### src/rtl/fft_reorder_if.sv
`default_nettype none
// +--------------------------------------------------------------------+
// | fft_reorder_if : stage-style stream bus (en/cnt/re/im) in and out  |
// | Revision: 1.0                                                      |
// +--------------------------------------------------------------------+
interface fft_reorder_if #(
  parameter int WIDTH = 16,
  parameter int N     = 6
);
  logic                    en_in;
  logic [N-1:0]            cnt_in;
  logic signed [WIDTH-1:0] xin_re;
  logic signed [WIDTH-1:0] xin_im;
  logic                    en_out;
  logic [N-1:0]            cnt_out;
  logic signed [WIDTH-1:0] yout_re;
  logic signed [WIDTH-1:0] yout_im;
  logic                    busy;

  modport master (
    output en_in, cnt_in, xin_re, xin_im,
    input  en_out, cnt_out, yout_re, yout_im, busy
  );

  modport slave (
    input  en_in, cnt_in, xin_re, xin_im,
    output en_out, cnt_out, yout_re, yout_im, busy
  );
endinterface
`default_nettype wire

### src/rtl/fft_reorder.sv
`default_nettype none
// +--------------------------------------------------------------------+
// | fft_reorder : ping-pong buffer turning bit-reversed FFT frames     |
// |               into natural-order frames                            |
// | Revision: 1.0                                                      |
// +--------------------------------------------------------------------+
module fft_reorder #(
  parameter int WIDTH = 16,
  parameter int N     = 6
) (
  input  wire logic clk,
  input  wire logic areset,
  fft_reorder_if.slave bus_if
);
  localparam int           DEPTH     = 1 << N;
  localparam logic [N-1:0] LAST_ADDR = {N{1'b1}};

  typedef enum logic [0:0] {
    IDLE = 1'b0,
    READ = 1'b1
  } state_t;

  state_t                  state_q;
  logic                    wbank_q;
  logic                    rbank_q;
  logic                    pending_q;
  logic                    pend_bank_q;
  logic [N-1:0]            rd_cnt_q;
  logic                    en_out_q;
  logic [N-1:0]            cnt_out_q;
  logic signed [WIDTH-1:0] yout_re_q;
  logic signed [WIDTH-1:0] yout_im_q;

  // Bank number is the MSB of the address: {bank, offset}.
  logic [2*WIDTH-1:0]      mem_q [0:2*DEPTH-1];

  logic [N-1:0]            w_wr_addr;
  logic                    w_frame_done;
  logic [2*WIDTH-1:0]      w_rd_word;

  for (genvar i = 0; i < N; i++) begin : g_bitrev
    assign w_wr_addr[i] = bus_if.cnt_in[N-1-i];
  end

  assign w_frame_done = bus_if.en_in && (bus_if.cnt_in == LAST_ADDR);
  assign w_rd_word    = mem_q[{rbank_q, rd_cnt_q}];

  always_ff @(posedge clk) begin
    if (bus_if.en_in) begin
      mem_q[{wbank_q, w_wr_addr}] <= {bus_if.xin_re, bus_if.xin_im};
    end
  end

  always_ff @(posedge clk or negedge areset) begin
    if (!areset) begin
      state_q     <= IDLE;
      wbank_q     <= 1'b0;
      rbank_q     <= 1'b0;
      pending_q   <= 1'b0;
      pend_bank_q <= 1'b0;
      rd_cnt_q    <= '0;
      en_out_q    <= 1'b0;
      cnt_out_q   <= '0;
      yout_re_q   <= '0;
      yout_im_q   <= '0;
    end else begin
      en_out_q <= (state_q == READ);
      if (w_frame_done) begin
        wbank_q <= ~wbank_q;
      end
      case (state_q)
        IDLE: begin
          if (w_frame_done) begin
            state_q  <= READ;
            rbank_q  <= wbank_q;
            rd_cnt_q <= '0;
          end else if (pending_q) begin
            state_q   <= READ;
            rbank_q   <= pend_bank_q;
            rd_cnt_q  <= '0;
            pending_q <= 1'b0;
          end
        end
        READ: begin
          yout_re_q <= w_rd_word[2*WIDTH-1:WIDTH];
          yout_im_q <= w_rd_word[WIDTH-1:0];
          cnt_out_q <= rd_cnt_q;
          rd_cnt_q  <= rd_cnt_q + 1'b1;
          // At the last address a waiting frame is picked up without a gap.
          if (rd_cnt_q == LAST_ADDR) begin
            if (w_frame_done) begin
              rbank_q <= wbank_q;
            end else if (pending_q) begin
              rbank_q   <= pend_bank_q;
              pending_q <= 1'b0;
            end else begin
              state_q <= IDLE;
            end
          end else if (w_frame_done) begin
            pending_q   <= 1'b1;
            pend_bank_q <= wbank_q;
          end
        end
        default: state_q <= IDLE;
      endcase
    end
  end

  assign bus_if.en_out  = en_out_q;
  assign bus_if.cnt_out = cnt_out_q;
  assign bus_if.yout_re = yout_re_q;
  assign bus_if.yout_im = yout_im_q;
  assign bus_if.busy    = (state_q == READ);
endmodule
`default_nettype wire

### src/flat_wrapper.sv
// flat-port wrapper written by rule: the top's interface ports become plain ports
module fft_reorder_flat 
#(
  parameter int WIDTH = 16,
  parameter int N     = 6
)
  (clk, areset, bus_if_en_in, bus_if_cnt_in, bus_if_xin_re, bus_if_xin_im, bus_if_en_out, bus_if_cnt_out, bus_if_yout_re, bus_if_yout_im, bus_if_busy);
  fft_reorder_if #(.WIDTH(WIDTH), .N(N)) bus_if_i ();
  input  wire logic clk;
  input  wire logic areset;
  input wire logic [$bits(bus_if_i.en_in)-1:0] bus_if_en_in;
  input wire logic [$bits(bus_if_i.cnt_in)-1:0] bus_if_cnt_in;
  input wire logic [$bits(bus_if_i.xin_re)-1:0] bus_if_xin_re;
  input wire logic [$bits(bus_if_i.xin_im)-1:0] bus_if_xin_im;
  output wire logic [$bits(bus_if_i.en_out)-1:0] bus_if_en_out;
  output wire logic [$bits(bus_if_i.cnt_out)-1:0] bus_if_cnt_out;
  output wire logic [$bits(bus_if_i.yout_re)-1:0] bus_if_yout_re;
  output wire logic [$bits(bus_if_i.yout_im)-1:0] bus_if_yout_im;
  output wire logic [$bits(bus_if_i.busy)-1:0] bus_if_busy;
  assign bus_if_i.en_in = bus_if_en_in;
  assign bus_if_i.cnt_in = bus_if_cnt_in;
  assign bus_if_i.xin_re = bus_if_xin_re;
  assign bus_if_i.xin_im = bus_if_xin_im;
  assign bus_if_en_out = bus_if_i.en_out;
  assign bus_if_cnt_out = bus_if_i.cnt_out;
  assign bus_if_yout_re = bus_if_i.yout_re;
  assign bus_if_yout_im = bus_if_i.yout_im;
  assign bus_if_busy = bus_if_i.busy;
  fft_reorder #(.WIDTH(WIDTH), .N(N)) u_core (.clk(clk), .areset(areset), .bus_if(bus_if_i));
endmodule
### config.mk
export PLATFORM = sky130hd
export DESIGN_NAME = fft_reorder_flat
export DESIGN_NICKNAME = d
export VERILOG_FILES = /design/src/rtl/fft_reorder_if.sv /design/src/rtl/fft_reorder.sv /design/src/flat_wrapper.sv
export SDC_FILE = /design/constraint.sdc
export NUM_CORES = 2
export LEC_CHECK = 0
export ABC_AREA = 1
export ABC_CLOCK_PERIOD_IN_PS = 3690
export BUFFER_PORTS_ARGS = -buffer_cell sky130_fd_sc_hd__buf_2
export CAP_MARGIN = 25
export CORE_ASPECT_RATIO = 0.6
export CORE_MARGIN = 3
export CORE_UTILIZATION = 30
export DETAILED_ROUTE_END_ITERATION = 10
export GPL_ROUTABILITY_DRIVEN = 0
export PLACE_DENSITY = 0.46
export SETUP_SLACK_MARGIN = 0.2
export SLEW_MARGIN = 30
export SYNTH_ARGS = -nofsm -noshare
export SYNTH_HDL_FRONTEND = slang
export SYNTH_SLANG_ARGS = --single-unit
### constraint.sdc
create_clock -name clk -period 3.69 [get_ports clk]
set_input_delay 0.738 -clock clk [delete_from_list [all_inputs] [get_ports clk]]
set_output_delay 0.738 -clock clk [all_outputs]
set_load 0.02 [all_outputs]
Word level (Yosys, flattened, before mapping)

Memories as Yosys holds them, arrays and structs flattened. A register that Yosys moved wholly into a read port is not among the register bits.
Cells that the tools add are included.

Add/subtract/negate cells: 1
Eq/ne operators: 5
Multiplexer cells: 17
Bitwise operators: 3
Reduce and logical (&&, ||, !) cells: 3

Operators with widths:

| cell                                                  | number |
|---|---|
| == test 6 bit, second input constant                  | 2 |
| two-way mux 6 bit                                     | 2 |
| case mux 6 bit (2 select lines)                       | 1 |
| two-way mux 1 bit                                     | 11 |
| adder 6 x 1 -> 6 bit, second input constant           | 1 |
| case mux 1 bit (2 select lines)                       | 3 |
| inequality test 3 x 1 -> 1 bit, second input constant | 1 |
| inequality test 3 bit, second input constant          | 1 |
| inverter 1 bit                                        | 3 |
| AND reduction 3 bit                                   | 1 |
| inequality test 2 bit, second input constant          | 1 |
| logical AND 1 bit                                     | 1 |
| zero test 1 bit                                       | 1 |

Register bits: 18
RAM bits: 4096
Input bits: 41
Output and inout port bits: 40
Logic and storage cells: 38
Memories: 1

Memory list:

| name         | depth | width | read ports | clocked after Yosys merged registers in | wr ports | RTL line          | RTL |
|---|---|---|---|---|---|---|---|
| u_core.mem_q | 128   | 32    | 1          | 1                                       | 1        | fft_reorder.sv:35 | `logic [2*WIDTH-1:0] mem_q [0:2*DEPTH-1];` |

Logic depth before layout (Yosys ltp)

Depth after elaboration: 5
Gate-level depth with buffers: 14
Gate-level depth less buffers: 11

Worst setup path after synthesis

Ideal clock, no wire load.

Path type: input to register
Start point: input port bus_if_cnt_in[0]
End point: memory u_core.mem_q[91][0] (netlist bit), enable pin
Arrival time: 3381 ps
Required time: 3229 ps
Slack: -152 ps
Stages: 3
Cell sequence: nor2_1 nand2_1 nor3_1

RTL lines:

| element         | RTL line           | RTL |
|---|---|---|
| start, declared | flat_wrapper.sv:12 | `input wire logic [$bits(bus_if_i.cnt_in)-1:0] bus_if_cnt_in;` |
| end, declared   | fft_reorder.sv:35  |  |

Straight into the memory's write port.

==> run summary <==
Run status = completed
Highest attainable clock frequency = 282 MHz
Die Wd = 979 um
Number of max-cap violations = 0
Pin count of the biggest net entering global routing = 126
Share of the yosys chip area belonging to registers = 72.8%
Synth cell types = 29
Std-Cell Rows = 213
Combinational Power Share = 33.9%
DR WL/cell = 27.0 um
TritonCTS clock tree = yes
Clock latency at the later pin of the worst-skew pair = 1.02 ns
Worst hold path depth = 1
Net switching fraction of the power = 38.5%
Post-DRT Antenna Nets = 0
Met1 Use GR = 31.8%
Number of nets in the layout = 14800
Layout Skew = 0.0697 ns
Post CTS Setup Buffer Count = 0
Htree depth = 5
Flop pwr share = 37.5%
Minimum clock period = 3.55 ns
Syn avg cell area = 11.7 sq um
Crit path launch type = flop
Number of nets produced by synthesis = 14600
TritonRoute pass-1 iters = 6
Hold crit path type = in2reg
Die area = 0.578 sq mm
Count of synthesis-stage warnings from yosys = 0
Req. time, crit path = 4.62 ns
Startpoint-to-endpoint class of the critical path = reg2reg
PortBufs = 80
Total routing resource utilization after global routing = 20.5%
Global route overflow = 0
Util after Layout = 35.1%
Number of antenna violations at the first check in global routing = 58
Initial core utilization = 30.3%
Most used flip-flop cell after synthesis = sky130_fd_sc_hd__edfxtp_1
Maximum clock insertion buffer count = 4
Maximum VDD drop = 676 uV
Final Max Slew Viols = 0
Series of cell instances along the critical path = inv_16 > buf_4 > buf_4 > nand3_1 > nand3_1 > nand3_1 > nand3_1 > nand3_1 > buf_4 > nand3_1 > nand3_1 > nand2_1
Unrepaired setup endpoints after global routing = true
Critical Path Fanout Max = 62
Post-detailed-placement half-perimeter wirelength = 362000 um
Cells on worst reg2reg path = 12
Final non-filler cell area = 0.198 sq mm
Count of flip-flops with a built-in enable after synthesis = 4096
Clock sink total = 4146
Most Used Layer, Global Route = met1
Commonest cells after routing, fill and taps aside = sky130_fd_sc_hd__edfxtp_1 (4096), sky130_fd_sc_hd__nand2_1 (3836), sky130_fd_sc_hd__nand3_1 (3513)
Sw power = 0.0544 W
Via count of the first global-routing pass = 104000
Worst-margin pin slew = 1.14 ns
Vias = 113000
P_leak = 71.1 nW
I/O pin count = 81
Max-slew headroom at the worst pin = 24.0%
Total count of hold-check failures in the final report = 0
CTS buffer count = 390
Placeable core region = 0.564 sq mm
Clock-pin slew of the registers on the worst-case setup and hold paths = 0.07 ns
Final critical-path share of the clock period = 96.3%
Sequential cell area in the final layout = 0.124 sq mm
GRT met3 Usage = 6.60%
Endpoint arrival time on the critical path = 4.48 ns
Internal = 0.0869 W
Worst stage delay on the critical path = 0.62 ns
Synth Instances = 14500
Areal power density over the cells = 715 mW/mm^2
Number of remaining DRC errors = 0
Endpoint class of the critical path = flop
Fraction of final layout cells with drive strength greater than 1 = 11.1%
Cell at the slowest stage of the critical path = sky130_fd_sc_hd__dfrtp_4
Proportion of synthesized flip-flops having asynchronous set or reset = 1.21%
Clock root buffer = sky130_fd_sc_hd__clkbuf_16
Die height = 590 um
Setup Viol. Count Final = 0
Most common library cell in the layout ignoring fill and taps = sky130_fd_sc_hd__edfxtp_1
Met2 global-route usage = 27.4%
Most frequent CP cell = sky130_fd_sc_hd__nand3_1
Area growth syn-to-layout = 15.9%
Footprint of the multi-input gates = 0.0386 sq mm
DR vias/cell = 4.97
Post-synth design cell area = 0.171 sq mm
Global-route wire length before repair = 849000 um
Clock power frac = 28.5%
Cell area reported after detailed placement = 0.185 sq mm
Total of fill cells in the finished design = 55200
Number of DRC markers in iteration 0 = 15800
Routed WL = 613000 um
Number of flip-flops and latches in the synthesized netlist = 4146
-- Yosys cell counts, types with 2 or more instances --
| library cell | number | area, sq um |
|---|---|---|
| sky130_fd_sc_hd__nand2_1 | 3843 | 14400 |
| sky130_fd_sc_hd__buf_1 | 123 | 462 |
| sky130_fd_sc_hd__o21ai_1 | 88 | 440 |
| sky130_fd_sc_hd__a21oi_1 | 4 | 20.0 |
| sky130_fd_sc_hd__buf_6 | 91 | 1020 |
| sky130_fd_sc_hd__nor2_1 | 527 | 1980 |
| sky130_fd_sc_hd__nor3_1 | 11 | 55.1 |
| sky130_fd_sc_hd__nand3_1 | 3524 | 17600 |
| sky130_fd_sc_hd__edfxtp_1 | 4096 | 123000 |
| sky130_fd_sc_hd__clkbuf_1 | 234 | 878 |
| sky130_fd_sc_hd__or2_2 | 192 | 1200 |
| sky130_fd_sc_hd__o22ai_1 | 2 | 12.5 |
| sky130_fd_sc_hd__o211ai_1 | 160 | 1200 |
| sky130_fd_sc_hd__dfrtp_1 | 50 | 1250 |
| sky130_fd_sc_hd__inv_1 | 985 | 3700 |
| sky130_fd_sc_hd__buf_2 | 369 | 1850 |
| sky130_fd_sc_hd__buf_4 | 100 | 751 |
| sky130_fd_sc_hd__o21ai_0 | 115 | 576 |
| sky130_fd_sc_hd__inv_2 | 3 | 11.3 |
-- final cells by class --
| type | instances | share of cell area, % |
|---|---|---|
| Clock buffer | 505 | 5.23 |
| Sequential cell | 4146 | 62.9 |
| Antenna cell | 25 | 0.0316 |
| Tap cell | 7525 | 4.76 |
| Multi-Input combinational cell | 8472 | 19.5 |
| Inverter | 990 | 1.90 |
| Timing Repair Buffer | 786 | 4.72 |
| Clock inverter | 211 | 0.939 |
-- what timing repair did --
action,4_1_cts,5_1_grt
setup endpoints to repair,3,10
pin swaps,0,0
resized for setup,3,12
hold endpoints to repair,32,0
hold buffers,1,0
-- critical path: cells and delay by family (launching register included) --
| kind | cells | cell delay, ns |
|---|---|---|
| buffers and inverters | 4 | 1.25 |
| and+or+nand+nor | 8 | 1.46 |
| DFF | 1 | 0.62 |
-- power groups by stage --
stage	clock network, W	logic, W	registers (W)
final	0.0403	0.0480	0.0531
after global routing	0.0429	0.0519	0.0531
after CTS	0.0410	0.0475	0.0532
after detailed placement	0	0.0473	0.0542
after global placement	0	0.0474	0.0542
after floorplan	0	0.0268	0.0536
-- metrics by stage --
stage	worst slack, ns	power [W]	std cells	setup TNS (ns)	hold slack [ns]
CTS	0.207	0.142	22600	0	0.119
detailed placement	0.00737	0.102	21900	0	0.471
global route	0.180	0.148	22600	0	0.0907
global placement	0.0492	0.102	21900	0	0.470
finish	0.138	0.141	22700	0	0.139
floorplan	-0.152	0.0804	14500	-9.75	0.442
-- logic make-up after synthesis --
family,synth area share (%)
simple gates,20.7
flops,72.8
buf+inv,5.11
compound gates,1.33
xor+xnor,0.00514
fa+ha+maj,0.00733
-- state kept, by name, summed over array words and instances (netlist names) --
register,cells
u_core.bus_if.busy,1
u_core.wbank_q,1
u_core.bus_if.yout_im,16
u_core.mem_q,4096
u_core.rbank_q,1
u_core.bus_if.yout_re,16
u_core.pending_q,1
u_core.bus_if.cnt_out,6
u_core.bus_if.en_out,1
u_core.pend_bank_q,1
u_core.rd_cnt_q,6
-- layer usage --
layer,wire length [um],up-vias
met3,67300,652
met4,15300,12
met5,805,-
met1,289000,56200
li1,-,51100
met2,241000,4763
-- path summary, 6_finish.rpt --
path / slack [ns] / endpoint / from
max: 0.14 / u_core.bus_if.yout_im[1] / u_core.rd_cnt_q[1]
min: 0.14 / u_core.mem_q[20][11] / bus_if_xin_im[11]
max reg2reg: 0.14 / u_core.bus_if.yout_im[1] / u_core.rd_cnt_q[1]
min reg2reg: 0.48 / u_core.bus_if.cnt_out[3] / u_core.bus_if.cnt_out[3]
max in group asynchronous: 2.28 / u_core.bus_if.yout_re[11] / areset
min in group asynchronous: 0.33 / u_core.bus_if.cnt_out[3] / areset
(Power assumes the default switching activity.)
